--- src/rtl/uart_pkg.sv ---
// Shared UART definitions used by the transmit drain engine and the receiver.
package uart_pkg;

    localparam int UART_DATA_BITS = 8;

    typedef enum logic [1:0] {IDLE, START, DATA, STOP} uart_tx_state_t;

    function automatic int clks_per_bit(input int clk_freq, input int baud);
        return clk_freq / baud;
    endfunction

endpackage

--- src/rtl/uart_baud_gen.sv ---
// Bit-period counter: counts 0..CLKS_PER_BIT-1, flags the terminal count and
// restarts from zero either on that count or on an explicit clear.
module uart_baud_gen #(
    parameter int CLKS_PER_BIT = 434
) (
    input  logic i_clk,
    input  logic i_rst,
    input  logic i_clear,
    output logic o_bit_done
);

    localparam int CW = (CLKS_PER_BIT > 1) ? $clog2(CLKS_PER_BIT) : 1;
    localparam logic [CW-1:0] TC = CW'(CLKS_PER_BIT - 1);

    logic [CW-1:0] r_cnt;

    always_ff @(posedge i_clk or posedge i_rst) begin
        if (i_rst) begin
            r_cnt <= '0;
        end else if (i_clear || o_bit_done) begin
            r_cnt <= '0;
        end else begin
            r_cnt <= r_cnt + CW'(1);
        end
    end

    assign o_bit_done = (r_cnt == TC);

endmodule

--- src/rtl/uart_tx_drain.sv ---
// Drains the FWFT byte buffer onto the serial line as 8N1 (or 8N2) frames and
// counts completed frames for the debug display.
//
//   state | meaning
//   IDLE  | line high; pop the head byte when enabled and the buffer is non-empty
//   START | start bit (low)
//   DATA  | eight data bits, LSB first
//   STOP  | one or two stop bits (high); frame counted on the last cycle
module uart_tx_drain
    import uart_pkg::*;
#(
    parameter int CLK_FREQ  = 50_000_000,
    parameter int BAUD      = 115200,
    parameter int STOP_BITS = 1,
    parameter int CNT_WIDTH = 16
) (
    input  logic                 i_clk,
    input  logic                 i_rst,
    input  logic                 i_enable,
    input  logic [7:0]           i_rd_data,
    input  logic                 i_rd_valid,
    output logic                 o_rd_en,
    output logic                 o_serial_tx,
    output logic                 o_busy,
    output logic [CNT_WIDTH-1:0] o_sent_count
);

    localparam int CLKS_PER_BIT = clks_per_bit(CLK_FREQ, BAUD);
    localparam logic [2:0] LAST_BIT  = 3'(UART_DATA_BITS - 1);
    localparam logic       LAST_STOP = 1'(STOP_BITS - 1);

    uart_tx_state_t r_state;
    uart_tx_state_t w_state_next;

    logic [UART_DATA_BITS-1:0] r_shift;
    logic [2:0]                r_bit_idx;
    logic                      r_stop_idx;
    logic                      w_accept;
    logic                      w_frame_done;
    logic                      w_bit_done;
    logic                      w_clear;

    uart_baud_gen #(
        .CLKS_PER_BIT(CLKS_PER_BIT)
    ) u_baud_gen (
        .i_clk     (i_clk),
        .i_rst     (i_rst),
        .i_clear   (w_clear),
        .o_bit_done(w_bit_done)
    );

    always_comb begin
        w_state_next = r_state;
        w_accept     = 1'b0;
        w_frame_done = 1'b0;
        case (r_state)
            IDLE: begin
                if (i_enable && i_rd_valid) begin
                    w_accept     = 1'b1;
                    w_state_next = START;
                end
            end
            START: begin
                if (w_bit_done) w_state_next = DATA;
            end
            DATA: begin
                if (w_bit_done && (r_bit_idx == LAST_BIT)) w_state_next = STOP;
            end
            STOP: begin
                if (w_bit_done && (r_stop_idx == LAST_STOP)) begin
                    w_frame_done = 1'b1;
                    w_state_next = IDLE;
                end
            end
            default: w_state_next = IDLE;
        endcase
    end

    // Holding the counter at zero through IDLE makes START begin on a fresh bit period.
    assign w_clear = (r_state == IDLE) || (w_state_next != r_state);

    always_ff @(posedge i_clk or posedge i_rst) begin
        if (i_rst) begin
            r_state      <= IDLE;
            o_serial_tx  <= 1'b1;
            o_rd_en      <= 1'b0;
            o_busy       <= 1'b0;
            o_sent_count <= '0;
            r_shift      <= '0;
            r_bit_idx    <= '0;
            r_stop_idx   <= 1'b0;
        end else begin
            r_state <= w_state_next;
            o_rd_en <= w_accept;
            o_busy  <= (w_state_next != IDLE);
            case (r_state)
                IDLE: begin
                    if (w_accept) begin
                        r_shift     <= i_rd_data;
                        o_serial_tx <= 1'b0;
                        r_bit_idx   <= '0;
                        r_stop_idx  <= 1'b0;
                    end
                end
                START: begin
                    if (w_bit_done) o_serial_tx <= r_shift[0];
                end
                DATA: begin
                    if (w_bit_done) begin
                        if (r_bit_idx == LAST_BIT) begin
                            o_serial_tx <= 1'b1;
                        end else begin
                            o_serial_tx <= r_shift[1];
                            r_shift     <= {1'b0, r_shift[UART_DATA_BITS-1:1]};
                            r_bit_idx   <= r_bit_idx + 3'd1;
                        end
                    end
                end
                STOP: begin
                    if (w_bit_done) begin
                        if (w_frame_done) begin
                            o_sent_count <= o_sent_count + CNT_WIDTH'(1);
                        end else begin
                            r_stop_idx <= r_stop_idx + 1'b1;
                        end
                    end
                end
                default: o_serial_tx <= 1'b1;
            endcase
        end
    end

endmodule

--- config.mk ---
export PLATFORM = sky130hd
export DESIGN_NAME = uart_tx_drain
export DESIGN_NICKNAME = d
export VERILOG_FILES = /design/src/rtl/uart_pkg.sv /design/src/rtl/uart_baud_gen.sv /design/src/rtl/uart_tx_drain.sv
export SDC_FILE = /design/constraint.sdc
export NUM_CORES = 1
export LEC_CHECK = 0
export CAP_MARGIN = 10
export CORE_ASPECT_RATIO = 0.7
export CORE_MARGIN = 3
export CORE_UTILIZATION = 54
export DETAILED_ROUTE_END_ITERATION = 10
export PLACE_DENSITY = 0.82
export SLEW_MARGIN = 20
export SYNTH_ARGS = -nofsm -noshare
export SYNTH_HDL_FRONTEND = slang
export SYNTH_SLANG_ARGS = --single-unit
--- constraint.sdc ---
create_clock -name i_clk -period 2.65 [get_ports i_clk]
set_input_delay 0.795 -clock i_clk [delete_from_list [all_inputs] [get_ports i_clk]]
set_output_delay 0.795 -clock i_clk [all_outputs]
set_load 0.05 [all_outputs]
==> run metrics <==
clock root buffer=clkbuf_8; Layout Utilization=72.2%; Max clock buf depth=2; Slew Viols, Final=0; Layout area overhead=21.6%; total power=1.31 mW; fin area=0.00270 mm2; CP delay by family, top=buffers and inverters; Clk Latency, worst-skew pair=0.29 ns; sequential power share=49.7%; Total GRT Usage=18.9%; share of layout cells above drive strength 1=17.8%; largest cells by area after synthesis=dfrtp_1, xnor2_1, ha_1; Post-Syn Area=0.00222 mm2; vias per inst=5.49; placed instance area=0.00256 mm2; Post-synth ARST share=100%; die area=0.00493 mm2; Final min period=2.41 ns; status=completed; top-count cell post-synth=dfrtp_1; DIE WIDTH=82.6 um; Detailed Place HPWL=3.15 mm; Die H=59.6 um; postcts setup bufs=0; Post-DRT Antenna Nets=0; cell count of the worst hold path=1; Hold/Removal Path Class=reg2reg; cell row count=18; # DRC=0; worst-case reg-to-reg path depth=6; post-synthesis sequential area ratio=47.4%; Worst VDD drop=0.375 mV; clk slew on worst S/H paths=0.08 ns; power density cells=485 mW/mm2; Largest stage delay, worst path=0.80 ns; final setup violation count=0; io pins=31; diode count=0; synth unique cells=37; htree depth=2; Core Region=0.00374 mm2; Synth Warn #=0; Critical path buffers and inverters=1; max_cap viols=0; dpl cells=267; Syn Inst Count=189; initial core utilization=59.4%; Synth area leader=dfrtp_1; unrepaired setup endpoints after global routing=no; vias=1511; CP Launch Type=flip-flop; drt wl/cell=15.3 um; CP arrival=1.62 ns; total gr overflow=0; final hold vios=0; Final Routed Wirelength=4.21 mm; crit end category=primary output; pin count of the biggest net entering global routing=43; P_int=1.08 mW; Clock Sinks=42; Worst path depth=1; Req. time, crit path=1.86 ns; Setup Skew=0.00491 ns; Setup TNS=0 ns; syn_nets=210; # nets final=245; Psw=233 uW; synth cell count leaders=dfrtp_1, xnor2_1, nor2_1; Post-synth EDFFs=0; CTS tree=yes; port bufs=30; Worst Tran Pin Value=0.516 ns; first-pass GRT wire length=7.04 mm; number of global-route vias before repair=1532; Max FO, Critical Path=2; DR iter-0 viols=106; Clk pwr share=46.8%; crit share post-route=91.0%; RePlAce Congestion=0.887; initial antenna violation count=0; Peak Freq=415 MHz; Comb pwr share=3.5%; cts bufs inserted=5; Primary FF master, synth=dfrtp_1; Leakage=1.16 nW; syn_area_per_cell=11.7 um2; iteration count of the initial detailed-routing pass=5; hold_buf cts=0; r2r setup slk=0.42 ns; share of the synthesized area in the top cell type=46.2%; Yosys reg bits=42; Slew headroom=65.5%; Net Sw Frac=17.8%; CP max-delay cell=clkdlybuf4s50_1; Resized cells post-CTS=0; Setup CP Type=reg2out; Post-Layout Cell Count=275; worst path cell trace=clkdlybuf4s50_1
[worst register-to-register path, stage by stage (launching register included)]
cell and delay (ns):
dfrtp_1 0.42, inv_1 0.13, ha_1 0.31, a21boi_2 0.23, nor4_4 0.32, a41o_2 0.33
mux2_2 0.37
[per-layer routing]
metal,routed length (um),track usage [%],vias to the layer above
met5,0,0,-
met4,46,6.99,0
met3,189,5.02,5
met2,2050,29.2,42
met1,1930,25.6,741
li1,-,-,723
[stage by stage]
step,worst slack (ns),hold slack (ns)
finish,0.238,0.472
global route,0.202,0.506
CTS,0.219,0.477
detailed placement,0.0537,0.467
global placement,0.125,0.460
floorplan,0.639,0.475
[cell families (layout without fill, tap and decap cells)]
kind of cell / after synthesis / in the layout / share of synthesized area [%]
simple gates: 64 / 64 / 18.8
flops: 42 / 42 / 47.4
xor+xnor: 22 / 22 / 8.68
compound gates: 18 / 18 / 5.81
mux: 17 / 17 / 9.81
buf+inv: 17 / 53 / 4.40
fa+ha+maj: 9 / 9 / 5.07
[cell usage in the layout (no fill, tap or decap), types with 2 or more instances in the layout]
cell type / synthesis / layout
mux2_2: 10 / 10
bufinv_16: 0 / 2
nor4_4: 4 / 4
a21oi_1: 3 / 3
clkdlybuf4s50_1: 0 / 30
nand4_1: 6 / 6
inv_1: 11 / 11
mux2_4: 7 / 7
ha_1: 9 / 9
clkbuf_8: 0 / 6
nor2_1: 15 / 15
dfrtp_1: 41 / 41
nor3_1: 2 / 2
xor2_1: 3 / 3
o21ai_0: 6 / 6
and4_1: 2 / 2
nand3_1: 9 / 9
buf_4: 1 / 4
xnor2_1: 19 / 19
nand4b_1: 4 / 4
nand2_1: 13 / 13
and3_1: 2 / 2
or2_2: 2 / 2
[area by class of cell]
class | instances | area, um2
well taps | 50 | 62.6
inverters | 11 | 41.3
clock buffers | 6 | 82.6
clock inverters | 2 | 60.1
flip-flops and latches | 42 | 1050
multi-input cells | 130 | 1070
repair buffers | 34 | 330
fillers | 260 | 1040
[power groups by stage]
stage / combinational [mW] / clock (mW) / sequential [mW]
global route: 0.0501 / 0.653 / 0.651
global placement: 0.0451 / 0 / 0.663
CTS: 0.0469 / 0.625 / 0.650
finish: 0.0453 / 0.613 / 0.650
detailed placement: 0.0468 / 0 / 0.663
floorplan: 0.0236 / 0 / 0.661
[path summary, 6_finish.rpt]
| path | start | to |
|---|---|---|
| setup / recovery | o_serial_tx | o_serial_tx |
| hold / removal | o_sent_count[15] | o_sent_count[15] |
| setup reg to reg | r_state[1] | r_shift[4] |
| hold reg to reg | o_sent_count[15] | o_sent_count[15] |
| max in group asynchronous | i_rst | o_serial_tx |
| min in group asynchronous | i_rst | r_bit_idx[0] |
[registers in the layout, indices dropped and copies added, names as in the netlist, 2 cells and up]
register / count
r_bit_idx: 3
u_baud_gen.r_cnt: 9
o_sent_count: 16
r_shift: 8
r_state: 2
No activity file was read; power rests on OpenSTA's default activity.
==> patch 1 (same flow settings) <==
Add an input register stage for `i_enable`, `i_rd_data` and `i_rd_valid`, without a reset; this delays them by one clock.
--- a/src/rtl/uart_tx_drain.sv
+++ b/src/rtl/uart_tx_drain.sv
@@ -29,6 +29,16 @@
     localparam logic [2:0] LAST_BIT  = 3'(UART_DATA_BITS - 1);
     localparam logic       LAST_STOP = 1'(STOP_BITS - 1);
 
+    logic i_enable_q;
+    logic [7:0] i_rd_data_q;
+    logic i_rd_valid_q;
+
+    always_ff @(posedge i_clk) begin
+        i_enable_q   <= i_enable;
+        i_rd_data_q  <= i_rd_data;
+        i_rd_valid_q <= i_rd_valid;
+    end
+
     uart_tx_state_t r_state;
     uart_tx_state_t w_state_next;
 
@@ -55,7 +65,7 @@
         w_frame_done = 1'b0;
         case (r_state)
             IDLE: begin
-                if (i_enable && i_rd_valid) begin
+                if (i_enable_q && i_rd_valid_q) begin
                     w_accept     = 1'b1;
                     w_state_next = START;
                 end
@@ -96,7 +106,7 @@
             case (r_state)
                 IDLE: begin
                     if (w_accept) begin
-                        r_shift     <= i_rd_data;
+                        r_shift     <= i_rd_data_q;
                         o_serial_tx <= 1'b0;
                         r_bit_idx   <= '0;
                         r_stop_idx  <= 1'b0;
Check against the original RTL: not equivalent (Yosys sat finds a counterexample within 4 cycles, from zero or initial values and one cycle with i_rst high).
==> patch 1 against the unedited design <==
Area after synthesis is 7.6% higher; wire length grew 0.31%; design area is 5.3% higher; sequential cell count grew 10; via count increased by 6.0%; worst setup slack got worse by 0.021 ns; largest cell class is now registers.
Power is not compared: it rests on default switching activity, and its combinational part moved more than twofold at a synthesized area within 25%.
==> patch 1: results (changes against the unedited design) <==
metric	value	unit	change
largest net degree at the start of global routing	43		unchanged
post-CTS setup buffers	0		unchanged
synth cell count leaders	41 x dfrtp_1, 18 x xnor2_1, 16 x mux2_2, 14 x nor2_1, 12 x inv_1		
nets	257		+4.9%
Worst Hold Class	reg -> reg		
Routed Antenna Nets	0		unchanged
vias per cell	5.54		+0.82%
post-DP HPWL	3050	µm	-3.0%
Fin Hold WS	0.479	ns	+0.00666 ns
biggest regs	o_sent_count (16), u_baud_gen.r_cnt (9)		
Distinct cells, synth	41		+11%
delay-heaviest family, CP	buffers and inverters		
Area contributors post-synth	dfrtp_1 43%, dfxtp_1 8.4%, mux2_2 7.5%, xnor2_1 6.6%, ha_1 4.7%		
compound-cell area share of the yosys netlist	0.0791		+0.0210
layout cells sized above 1	0.143		-0.0343
initial antenna violation count	0		unchanged
CTS H-tree lvls	2		unchanged
vias in the first global route	1455		-5.0%
first-pass GRT wire length	7080	µm	+0.58%
Max FO, Critical Path	2		unchanged
DRT Pass-1 Iters	4		-1
initial DRC count	141		+33%
reg2reg end	r_shift[6]		
R2R Setup Slk	0.54	ns	+0.12 ns
Hold Startpoint	o_sent_count[15]		
Adder-Cell Fraction of Synth Area	0.0471		-0.00359
CP max stage cell	clkdlybuf4s50_1		
Leak	1.26	nW	
Synth warnings	0		unchanged
reg2reg path depth	5		-1
Max stage delay on crit path	0.79	ns	
RePlAce Congestion	0.783		-12%
Max clock buf depth	2		unchanged
Max IR drop VDD	0.605	mV	
status	complete, no violations		
# diodes	0		unchanged
post-synthesis mux area share	0.0754		-0.0227
xor/xnor cell area share of the yosys netlist	0.0807		-0.00614
total track usage	0.176		-0.0126
Root Buffer	clkbuf_8		
post_cts resized	0		unchanged
Hold Crit Depth	1		unchanged
CTS Buf Count	5		unchanged
clock latency on the worst-skew pair	0.30	ns	
Syn Nets	224		+6.7%
CP Data Arrival Time	1.64	ns	+0.02 ns
clock-pin transition on the worst setup and hold timing paths	0.09	ns	
post-synthesis sequential area ratio	0.524		+0.0503
internal power	1.41	mW	
actual slew at the worst max-slew pin	0.551	ns	+0.0348 ns
WL final	4230	µm	+0.31%
clk_skew	0.00843	ns	+0.00352 ns
Fin. Hold Viols	0		unchanged
FF-to-FF Start	r_bit_idx[0]		
ys async rst share	0.808		-0.192
PortBufs	30		unchanged
patch 1: per-stage QoR:
step / power (mW) / instances / instance area [µm²] / setup WS, ns
after floorplan: 1.38 / 203 / 2390 / 0.824
after global placement: 1.47 / 281 / 2740 / 0.561
after detailed placement: 1.49 / 281 / 2740 / 0.544
after CTS: 2.02 / 289 / 2840 / 0.207
after global routing: 2.11 / 289 / 2840 / 0.180
final: 2.01 / 289 / 2840 / 0.217
patch 1: cell families after synthesis:
logic type	count (synthesis)
compound gates	24
xor+xnor	22
fa+ha+maj	9
buf+inv	19
flops	52
mux	16
simple gates	61
patch 1: per-layer routing:
metal	vias up	wire, µm	track usage
li1	783	-	-
met1	748	2110	0.255
met2	64	1800	0.264
met3	6	281	0.0495
met4	0	40	0.0451
met5	-	0	0
patch 1: power by group through the flow:
stage / clock, mW / sequential [mW] / combinational, mW
final: 0.528 / 0.978 / 0.504
after global routing: 0.568 / 0.992 / 0.553
after CTS: 0.533 / 0.978 / 0.505
after detailed placement: 0 / 0.994 / 0.500
after global placement: 0 / 0.987 / 0.488
after floorplan: 0 / 1.04 / 0.344
patch 1: cell type report:
cell class | instances | area, µm²
flip-flops and latches | 52 | 1250
fillers | 299 | 1250
multi-input cells | 132 | 1050
repair buffers | 33 | 323
clock buffers | 6 | 72.6
well taps | 52 | 65.1
inverters | 12 | 45.0
clock inverters | 2 | 35.0
patch 1: how the worst max path moves through the flow:
stage,start,endpoint,cells after the start
2_1_floorplan,u_baud_gen.r_cnt[1],r_shift[0],7
3_5_place_dp,o_serial_tx,o_serial_tx,1
3_3_place_gp,o_serial_tx,o_serial_tx,1
4_1_cts,o_serial_tx,o_serial_tx,1
6_report,o_serial_tx,o_serial_tx,1
5_1_grt,o_serial_tx,o_serial_tx,1
==> patch 2 (same flow settings) <==
Made on the original files. `BAUD`: 115200 -> 57600.
--- a/src/rtl/uart_tx_drain.sv
+++ b/src/rtl/uart_tx_drain.sv
@@ -10,7 +10,7 @@
     import uart_pkg::*;
 #(
     parameter int CLK_FREQ  = 50_000_000,
-    parameter int BAUD      = 115200,
+    parameter int BAUD      = 57600,
     parameter int STOP_BITS = 1,
     parameter int CNT_WIDTH = 16
 ) (
Function: no difference found for any inputs over 10 cycles, from zero or initial values and one cycle with i_rst high; that may be too few to reach the edited logic, so the function may still have changed.
==> patch 2 against the unedited design <==
Sequential cell count grew 1; area after synthesis grew 6.8%; critical path type unchanged; highest routed layer unchanged; design area grew 4.3%; via count grew 11%; worst setup slack lost 0.022 ns; largest cell class unchanged; total power shrank 16%; wire length grew 7.6%; hold slack gained 0.0078 ns.
==> patch 2: results (changes against the unedited design) <==
metric	value	unit	change
Max stage delay on crit path	0.80	ns	about the same
post-synthesis sequential area ratio	0.455		-0.0195
initial DRC count	100		-5.7%
WL final	4530	µm	+7.6%
Area contributors post-synth	dfrtp_1 44%, xnor2_1 5.5%, mux2_4 5.1%, ha_1 4.2%, nand2_1 3.2%		
largest net degree at the start of global routing	44		+2.3%
Avg Inst Size Synth	11.0	µm²	-6.6%
DRT Pass-1 Iters	4		-1
headroom to the max-slew limit	0.644		-0.0109
CP Data Arrival Time	1.64	ns	+0.02 ns
internal power	870	µW	-19%
reg2reg end	r_shift[3]		
Leak	1.27	nW	+9.6%
biggest regs	o_sent_count (16), u_baud_gen.r_cnt (10), r_shift (8)		
R2R Setup Slk	0.54	ns	+0.12 ns
layout cells sized above 1	0.159		-0.0184
post-placement cell count	295		+10%
reg2reg path depth	6		unchanged
drt wl/cell	15.0	µm	-2.3%
delay-heaviest family, CP	buffers and inverters		
vias in the first global route	1572		+2.6%
synth cell count leaders	42 x dfrtp_1, 20 x nand2_1, 17 x nor2_1, 15 x xnor2_1, 10 x nand3_1		
nets	270		+10%
Distinct cells, synth	51		+38%
total track usage	0.191		+0.00230
placed inst area	0.00273	mm²	+7.0%
post-DP HPWL	3330	µm	+5.7%
first-pass GRT wire length	7670	µm	+8.9%
Max IR drop VDD	0.303	mV	-19%
Fin Hold WS	0.480	ns	+0.00775 ns
Syn Nets	236		+12%
Fillers	295		+13%
clk_skew	0.00764	ns	+0.00273 ns
status	complete, no violations		
multi-input logic area	0.00124	mm²	+16%
dpl ws	0.431	ns	+0.378 ns
FF-to-FF Start	r_state[0]		
vias per cell	5.54		+0.91%
RePlAce Congestion	0.863		-2.7%
-- patch 2: power groups by stage --
stage / Sequential (mW) / Combinational (mW) / Clock [mW]
after floorplan: 0.675 / 0.0217 / 0
after global placement: 0.676 / 0.0437 / 0
after detailed placement: 0.676 / 0.0450 / 0
after CTS: 0.663 / 0.0449 / 0.409
after global routing: 0.664 / 0.0484 / 0.432
final: 0.663 / 0.0435 / 0.396
-- patch 2: layout make-up --
cell class                 count  share of cell area
clock inverter                 1             0.00178
clock buffer                   7              0.0271
sequential                    43               0.383
inverter                       7             0.00933
multi-input combinational    160               0.441
tap                           52              0.0231
timing repair buffer          33               0.115
-- patch 2: worst max-delay path by stage --
stage	startpoint	endpoint	slack, ns	cells past startpoint
after floorplan	r_state[0]	r_shift[0]	0.72	7
after global placement	i_enable	r_shift[4]	0.45	4
after detailed placement	i_enable	r_shift[3]	0.43	4
after CTS	o_serial_tx	o_serial_tx	0.20	1
after global routing	o_serial_tx	o_serial_tx	0.19	1
final	o_serial_tx	o_serial_tx	0.22	1
-- patch 2: cell families after synthesis --
kind of cell	after synthesis	share of synthesized area
and+or+nand+nor	88	0.225
DFF	43	0.455
AOI/OAI and AO/OA	26	0.0882
xor gates and xnor gates	23	0.0850
muxes	15	0.0834
buffers and inverters	13	0.0211
adders and majority gates	8	0.0422
-- patch 2: layer usage --
layer / vias to the layer above / share of wire / GRT usage
li1: 837 / - / -
met1: 811 / 0.53 / 0.287
met2: 24 / 0.42 / 0.271
met3: 8 / 0.037 / 0.0455
met4: 0 / 0.013 / 0.0677
met5: - / 0 / 0
